**src/rtl/seg7_result_decoder.sv**
```systemverilog
// seg7_result_decoder: receive side of the ALU result bundle ({Ze,N,C,V}, 7-seg).
// Waits for the bundle to hold steady, decodes it to a signed 4-bit value,
// checks flag/pattern consistency and offers each new settled result once on
// a single-entry valid/ready port.
// Build option: define SEG_SYNC_EN to pass the inputs through a 2-flop
// synchronizer before the stability logic (adds 2 cycles of latency).
module seg7_result_decoder #(
   parameter int STABLE_CYCLES = 4,
   parameter int CNT_W         = 8
) (
   input  logic              clk,
   input  logic              reset,
   input  logic [6:0]        seg_in,
   input  logic [3:0]        flags_in,
   output logic              out_valid,
   input  logic              out_ready,
   output logic signed [3:0] out_value,
   output logic [3:0]        out_flags,
   output logic              out_err,
   output logic              overrun
);

   localparam logic [CNT_W-1:0] STABLE_C = CNT_W'(STABLE_CYCLES);
   localparam logic [CNT_W-1:0] CNT_ONE  = CNT_W'(1);

   typedef enum logic [0:0] {SETTLE, CAPTURE} state_t;

   state_t            state_p1, state_nxt;
   logic [10:0]       bundle_p0;
   logic [10:0]       prev_p1;
   logic              prev_vld_p1;
   logic [CNT_W-1:0]  cnt_p1, cnt_nxt;
   logic [10:0]       cap_p1;
   logic              cap_vld_p1;
   logic              changed, new_bundle, settle;
   logic [4:0]        dec_mag;
   logic signed [3:0] dec_value;
   logic              dec_err;
   logic              load_en, drop_en;

   // Magnitude lookup: {known, magnitude}; unknown patterns return known=0.
   function automatic logic [4:0] seg_to_mag(input logic [6:0] seg);
      case (seg)
         7'b0111111: seg_to_mag = {1'b1, 4'd0};
         7'b0000110: seg_to_mag = {1'b1, 4'd1};
         7'b1011011: seg_to_mag = {1'b1, 4'd2};
         7'b1001111: seg_to_mag = {1'b1, 4'd3};
         7'b1100110: seg_to_mag = {1'b1, 4'd4};
         7'b1101101: seg_to_mag = {1'b1, 4'd5};
         7'b1111100: seg_to_mag = {1'b1, 4'd6};
         7'b0000111: seg_to_mag = {1'b1, 4'd7};
         7'b1111111: seg_to_mag = {1'b1, 4'd8};
         default:    seg_to_mag = {1'b0, 4'd0};
      endcase
   endfunction

   // Apply the N flag: negative results wrap modulo 16 (magnitude 8 -> 4'b1000).
   function automatic logic signed [3:0] apply_sign(input logic [3:0] mag, input logic neg);
      apply_sign = neg ? $signed(4'd0 - mag) : $signed(mag);
   endfunction

`ifdef SEG_SYNC_EN
   logic [10:0] sync_p0;
   logic [10:0] sync_p1;

   // Two-flop synchronizer for inputs coming from another clock domain.
   always_ff @(posedge clk) begin
      sync_p0 <= {flags_in, seg_in};
      sync_p1 <= sync_p0;
   end

   assign bundle_p0 = sync_p1;
`else
   assign bundle_p0 = {flags_in, seg_in};
`endif

   // Stability tracking and settle detection; a settled bundle equal to the
   // last captured one is ignored.
   always_comb begin
      changed    = !prev_vld_p1 || (bundle_p0 != prev_p1);
      new_bundle = !cap_vld_p1 || (bundle_p0 != cap_p1);
      if (changed)
         cnt_nxt = CNT_ONE;
      else if (cnt_p1 == STABLE_C)
         cnt_nxt = cnt_p1;
      else
         cnt_nxt = cnt_p1 + CNT_ONE;
      settle = (cnt_nxt == STABLE_C) && (changed || (cnt_p1 != STABLE_C)) && new_bundle;
   end

   // Sample history, counter and last-captured bundle.
   always_ff @(posedge clk) begin
      if (reset) begin
         prev_vld_p1 <= 1'b0;
         cap_vld_p1  <= 1'b0;
         cnt_p1      <= '0;
      end else begin
         prev_vld_p1 <= 1'b1;
         cnt_p1      <= cnt_nxt;
         if (settle)
            cap_vld_p1 <= 1'b1;
      end
      prev_p1 <= bundle_p0;
      if (settle)
         cap_p1 <= bundle_p0;
   end

   // FSM state register.
   always_ff @(posedge clk) begin
      if (reset)
         state_p1 <= SETTLE;
      else
         state_p1 <= state_nxt;
   end

   // FSM next state plus decode/consistency check of the captured bundle.
   always_comb begin
      state_nxt = SETTLE;
      load_en   = 1'b0;
      drop_en   = 1'b0;
      dec_mag   = seg_to_mag(cap_p1[6:0]);
      dec_value = 4'sd0;
      dec_err   = 1'b0;
      if (settle)
         state_nxt = CAPTURE;
      if (dec_mag[4])
         dec_value = apply_sign(dec_mag[3:0], cap_p1[9]);
      else
         dec_err = 1'b1;
      if (dec_mag[4] && (dec_mag[3:0] == 4'd0) && cap_p1[9])
         dec_err = 1'b1;
      if (dec_mag[4] && (dec_mag[3:0] == 4'd8) && !cap_p1[9])
         dec_err = 1'b1;
      if (cap_p1[10] != (dec_value == 4'sd0))
         dec_err = 1'b1;
      if (state_p1 == CAPTURE) begin
         load_en = !out_valid || out_ready;
         drop_en = out_valid && !out_ready;
      end
   end

   // ---- output stage: single-entry valid/ready register ----
   // Load, drop (with sticky overrun) or hand-off of the output entry.
   always_ff @(posedge clk) begin
      if (reset) begin
         out_valid <= 1'b0;
         out_value <= 4'sd0;
         out_flags <= 4'd0;
         out_err   <= 1'b0;
         overrun   <= 1'b0;
      end else begin
         if (load_en) begin
            out_valid <= 1'b1;
            out_value <= dec_value;
            out_flags <= cap_p1[10:7];
            out_err   <= dec_err;
         end else if (out_valid && out_ready) begin
            out_valid <= 1'b0;
         end
         if (drop_en)
            overrun <= 1'b1;
      end
   end

endmodule

```
**config.mk**
```make
export PLATFORM = sky130hd
export DESIGN_NAME = seg7_result_decoder
export DESIGN_NICKNAME = d
export VERILOG_FILES = /design/src/rtl/seg7_result_decoder.sv
export SDC_FILE = /design/constraint.sdc
export NUM_CORES = 1
export LEC_CHECK = 0
export CAP_MARGIN = 0
export CORE_ASPECT_RATIO = 0.9
export CORE_MARGIN = 8
export CORE_UTILIZATION = 35
export CTS_CLUSTER_DIAMETER = 50
export DETAILED_ROUTE_END_ITERATION = 12
export GPL_ROUTABILITY_DRIVEN = 0
export PLACE_DENSITY = 0.6
export SYNTH_ARGS = -nofsm -noshare
export SYNTH_HDL_FRONTEND = slang
export SYNTH_SLANG_ARGS = --single-unit
```
**constraint.sdc**
```tcl
create_clock -name clk -period 4.4 [get_ports clk]
set_input_delay 0.44 -clock clk [delete_from_list [all_inputs] [get_ports clk]]
set_output_delay 0.44 -clock clk [all_outputs]
set_load 0.02 [all_outputs]
```
Yosys cells after proc, flatten, opt, wreduce, memory -nomap -nowiden
Cells that the tools add are included.
- add/subtract/negate cells: 2
- eq/ne operators: 16
- muxes and demuxes: 15
- reductions and logical operators: 20
- operators with widths (kind ; number):
    case mux 5 bit (9 select lines) ; 1
    == test 7 bit, second input constant ; 6
    != test 11 bit ; 2
    == test 8 x 3 -> 1 bit, second input constant ; 2
    2-to-1 mux 8 bit ; 2
    == test 7 x 3 -> 1 bit, second input constant ; 2
    2-to-1 mux 1 bit ; 10
    adder 8 x 1 -> 8 bit, second input constant ; 1
    logical AND 1 bit ; 8
    zero test 4 bit ; 2
    2-to-1 mux 4 bit ; 2
    != test 8 x 3 -> 1 bit, second input constant ; 1
    == test 7 x 6 -> 1 bit, second input constant ; 1
    zero test 1 bit ; 5
    == test 4 bit, second input constant ; 1
    logical OR 1 bit ; 4
    subtractor 1 x 4 -> 4 bit, first input constant ; 1
    nonzero test 2 bit ; 1
    != test 1 bit ; 1
- register bits: 44
- input bits: 14
- output and inout port bits: 11
- logic and storage cells: 64

Longest topological paths before layout
- word-level depth: 8
- gate-level depth with buffers: 13
- mapped depth without buffers: 12

Least setup slack after synthesis
Ideal clock, no wire load.
- kind: flip-flop to flip-flop
- from: register cap_p1[1]
- to: register out_err
- arrival time: 2.557 ns
- slack: 1.768 ns
- cell stages (with the launch flop): 13
- path buffers: 1
- path through: edfxtp_1 -> buf_2 -> and2b_1 -> a32oi_1 -> o21ai_0 -> a21oi_1 -> ha_1 -> inv_1 -> nand3_1 -> o21ai_0 -> a22oi_2 -> or4_1 -> a31oi_1
- longest elaborated chain between the ends: 8
- elaborated cells between the ends (all ways): 25
- those cells by class: add/sub (1); eq/ne (11); mux (7); reduce/logical (6)
- RTL lines (item ; RTL line ; source):
    from (decl) ; 33 ; logic [10:0] cap_p1;
    from (signal assigned) ; 105 ; cap_p1 <= bundle_p0;
    == test 7 bit, or another cell as far along ; 43 ; case (seg)
    case mux 5 bit (9 select lines) * ; 43 ;
    subtractor 1 x 4 -> 4 bit / zero test 4 bit (equally long branches) ; 59, 130 ;
    2-to-1 mux 4 bit / logical AND 1 bit (equally long branches) ; 59, 130 ;
    2-to-1 mux 4 bit / logical AND 1 bit (equally long branches) ; 126, 130 ;
    zero test 4 bit / 2-to-1 mux 1 bit (equally long branches) ; 134, 130 ;
    != test 1 bit / 2-to-1 mux 1 bit (equally long branches) ; 134, 132 ;
    2-to-1 mux 1 bit * ; 134 ; if (cap_p1[10] != (dec_value == 4'sd0))
    to (signal assigned) ; 156 ; out_err <= dec_err;
    to (decl) ; 19 ; output logic out_err,
Mark *: on every way between the ends. The rest lies on a longest branch, timed or not.
A chain may end at the register's enable or synchronous reset.

Worst setup path after layout
- from: register cap_p1[4]
- to: register out_err
Same word-level chain as after synthesis.

==> metrics.json <==
{
  "cts.repair_timing.setup_buffer_count": {"value": 0},
  "cts_hold_buf": {"value": 0},
  "cts_made_buffers": {"value": 5},
  "placedInstanceArea": {"value": 2426, "unit": "um^2"},
  "drc_errors": {"value": 0},
  "setup_crit_start_kind": {"value": "flip-flop"},
  "setup-tns-final": {"value": 0, "unit": "ns"},
  "report.power.total": {"value": 0.7733, "unit": "mW"},
  "final.period_utilization": {"value": 68.38, "unit": "%"},
  "antenna_found_initial": {"value": 0},
  "avgRoutedWirePerCell": {"value": 14.10, "unit": "um"},
  "crit_path_end_kind": {"value": "flip-flop"},
  "via_count_of_the_first_global_routing_pass": {"value": 1586},
  "met3_wl": {"value": 123, "unit": "um"},
  "setup.worst_path.class": {"value": "reg2reg"},
  "antenna_diode_count": {"value": 0},
  "met2WireLength": {"value": 2024, "unit": "um"},
  "multi_input_comb_area": {"value": 1082, "unit": "um^2"},
  "setup_viol": {"value": 0},
  "required": {"value": 4.62, "unit": "ns"},
  "setup_slack": {"value": 1.392, "unit": "ns"},
  "finish.instance_area": {"value": 2541, "unit": "um^2"},
  "grt_max_degree": {"value": 16},
  "via_per_inst": {"value": 5.131},
  "async_sr_flop_fraction": {"value": 0, "unit": "%"},
  "hp-class": {"value": "reg2reg"},
  "all_layer_global_routing_usage": {"value": 10.13, "unit": "%"},
  "timing_hold_violations_final": {"value": 0},
  "clock-skew-final": {"value": 0.009254, "unit": "ns"},
  "postCtsResizedCells": {"value": 0},
  "synth.yosys.warnings": {"value": 0},
  "netlist_instances": {"value": 220},
  "fp.dieW": {"value": 98.66, "unit": "um"},
  "finalMaxSlewViolations": {"value": 0},
  "dp.cells": {"value": 306},
  "post-route-min-period": {"value": 3.009, "unit": "ns"},
  "count_of_clock_tree_sinks": {"value": 44},
  "std_cell_rows": {"value": 27},
  "die-height": {"value": 90.39, "unit": "um"},
  "cap_viol_max_count": {"value": 0},
  "post_route_cells_drive_above_1_share": {"value": 6.198, "unit": "%"},
  "synth_nets": {"value": 237},
  "postSynthRegisterBits": {"value": 44},
  "cts_tree": {"value": "built"},
  "cts.clk_slew.worst_paths": {"value": 0.09, "unit": "ns"},
  "area_of_the_die": {"value": 8917, "unit": "um^2"},
  "met1Wirelength": {"value": 2217, "unit": "um"},
  "worst_ir_drop_vdd": {"value": 186.7, "unit": "uV"},
  "slew_headroom": {"value": 40.35, "unit": "%"},
  "synth_area_per_cell": {"value": 9.782, "unit": "um^2"},
  "hpwl": {"value": 3366, "unit": "um"},
  "area_growth": {"value": 18.08, "unit": "%"},
  "num_vias": {"value": 1611},
  "grt_overflow_total": {"value": 0},
  "power_leakage": {"value": 0.8104, "unit": "nW"},
  "firstDrtPassIters": {"value": 4},
  "cts_max_level": {"value": 2},
  "worst_pin_slew": {"value": 0.8915, "unit": "ns"},
  "syn-cell-area": {"value": 2152, "unit": "um^2"},
  "count_of_flip_flops_with_a_built_in_enable_after_synthesis": {"value": 11},
  "floorplan.initialDensity": {"value": 35.59, "unit": "%"},
  "cts_root_buffer": {"value": "clkbuf_8"},
  "numPortBuffers": {"value": 24},
  "fp.coreArea": {"value": 6047, "unit": "um^2"},
  "fmaxAchievable": {"value": 332.4, "unit": "MHz"},
  "worstSkewPairLatency": {"value": 0.30, "unit": "ns"},
  "register_area": {"value": 991.0, "unit": "um^2"},
  "first_drt_iteration_drcs": {"value": 45},
  "finish.net_count": {"value": 258},
  "critical_path_peak_fanout": {"value": 14},
  "grt_pass1_wl": {"value": 7445, "unit": "um"},
  "synthFlopType": {"value": "dfxtp_1"},
  "synth.yosys.seq_area_share": {"value": 46.05, "unit": "%"},
  "wl": {"value": 4427, "unit": "um"},
  "dr.max_layer_used": {"value": "met4"},
  "number_of_placed_i_o_pins": {"value": 25},
  "fillers": {"value": 596},
  "drtAntennaViolNets": {"value": 0},
  "synth_cell_type_count": {"value": 48},
  "fin_cells": {"value": 314},
  "cellPowerDensity": {"value": 304.3, "unit": "nW/um^2"},
  "outcome": {"value": "finished, final reports clean"},
  "worstPathArrival": {"value": 3.23, "unit": "ns"},
  "post-place-ws": {"value": 1.305, "unit": "ns"},
  "clock_path_buffers": {"value": 2},
  "rsz0062_at_grt": {"value": "false"}
}
## registers in the layout, indices dropped and copies added (netlist names)
register     count
out_value        4
out_valid        1
cap_vld_p1       1
prev_p1         11
cnt_p1           8
cap_p1          11
state_p1         1
prev_vld_p1      1
out_err          1
out_flags        4
overrun          1
## per-layer routing
layer,up-vias,GRT usage [%]
li1,830,-
met1,756,12.55
met2,21,16.65
met3,4,2.542
met4,0,3.448
met5,-,0
## path summary, 6_finish.rpt
kind                                           startpoint                   endpoint  slack [ns]  cells after the start
worst min-delay path            out_value[1]$_SDFFE_PP0P_  out_value[1]$_SDFFE_PP0P_        0.46                      2
worst max register to register        cap_p1[4]$_DFFE_PP_       out_err$_SDFFE_PP0P_        1.39                     11
worst min register to register  out_value[1]$_SDFFE_PP0P_  out_value[1]$_SDFFE_PP0P_        0.46                      2
worst max-delay path                  cap_p1[4]$_DFFE_PP_       out_err$_SDFFE_PP0P_        1.39                     11
## cell usage after synthesis, drive strengths merged, types with 2 or more instances
library cell / n / area share [%]
nor3b: 2 / 0.70
nor3: 7 / 1.9
ha: 3 / 1.7
o21ai: 6 / 1.4
nand3b: 2 / 0.70
buf: 7 / 2.1
nor2: 13 / 2.4
inv: 6 / 1.0
xnor2: 29 / 12
nand4b: 3 / 1.2
nand2b: 3 / 0.87
dfxtp: 33 / 31
and4: 2 / 1.0
and3b: 2 / 0.81
a31oi: 2 / 0.58
nand4: 8 / 2.3
xor2: 4 / 1.6
nand3: 9 / 2.1
nand2: 19 / 3.3
o31ai: 3 / 1.0
nor2b: 5 / 1.5
nor4: 2 / 0.58
and3: 2 / 0.81
a21oi: 16 / 3.7
edfxtp: 11 / 15
mux2i: 2 / 0.93
clkbuf: 3 / 0.52
## cell families (layout without fill, tap and decap cells)
logic type                 count (synthesis)  in the layout  synth area share, %
xor gates and xnor gates                  33             33                13.43
muxes                                      2              2               0.9303
AOI/OAI and AO/OA                         38             38                12.15
and+or+nand+nor                           84             84                22.04
buffers and inverters                     16             38                3.663
adders and majority gates                  3              3                1.744
DFF                                       44             44                46.05
## area by class of cell
cell class | instances | share of cell area [%]
multi-input combinational | 160 | 42.59
tap | 72 | 3.545
clock buffer | 5 | 2.708
sequential | 44 | 39.00
clock inverter | 3 | 1.822
timing repair buffer | 24 | 9.453
inverter | 6 | 0.8863
## placed cells by master, fill, tap and decap left out, types with 2 or more instances in the layout
cell	instances
nor3_1	6
xor2_1	4
nand4b_1	3
nor4_1	2
and3b_1	2
dfxtp_1	33
nand4_1	8
nand2b_1	3
and4_4	2
edfxtp_1	11
a31oi_1	2
clkbuf_8	5
nor2b_1	5
a21oi_1	16
nand3b_1	2
nand2_1	19
ha_1	3
nand3_1	9
o21ai_0	6
clkdlybuf4s50_1	24
o31ai_1	3
inv_1	6
nor2_1	12
xnor2_1	29
mux2i_1	2
nor3b_1	2
## through the flow
| step | hold WS [ns] | utilization [%] |
|---|---|---|
| 2_1_floorplan | 0.4259 | - |
| 3_3_place_gp | 0.4441 | 40.12 |
| 3_5_place_dp | 0.4512 | 40.12 |
| 4_1_cts | 0.4628 | 42.02 |
| 5_1_grt | 0.4838 | 42.02 |
| 6_report | 0.4587 | 42.02 |
## report_power, final
| part | internal (mW) | switching, mW | total (mW) | leakage (nW) |
|---|---|---|---|---|
| clock network | 0.171 | 0.142 | 0.313 | 0.0548 |
| registers | 0.420 | 0.00319 | 0.423 | 0.370 |
| logic | 0.0216 | 0.0157 | 0.0373 | 0.386 |
## critical path: stages (launching register included)
cell,delay [ns]
edfxtp_1,0.62
and2b_1,0.31
a32oi_1,0.35
o21ai_0,0.14
a21oi_1,0.18
ha_1,0.26
inv_1,0.07
nand3_1,0.06
o21ai_0,0.12
a22oi_2,0.13
or4_1,0.50
a31oi_1,0.17
Note: power is estimated with default switching activity, not from simulation.
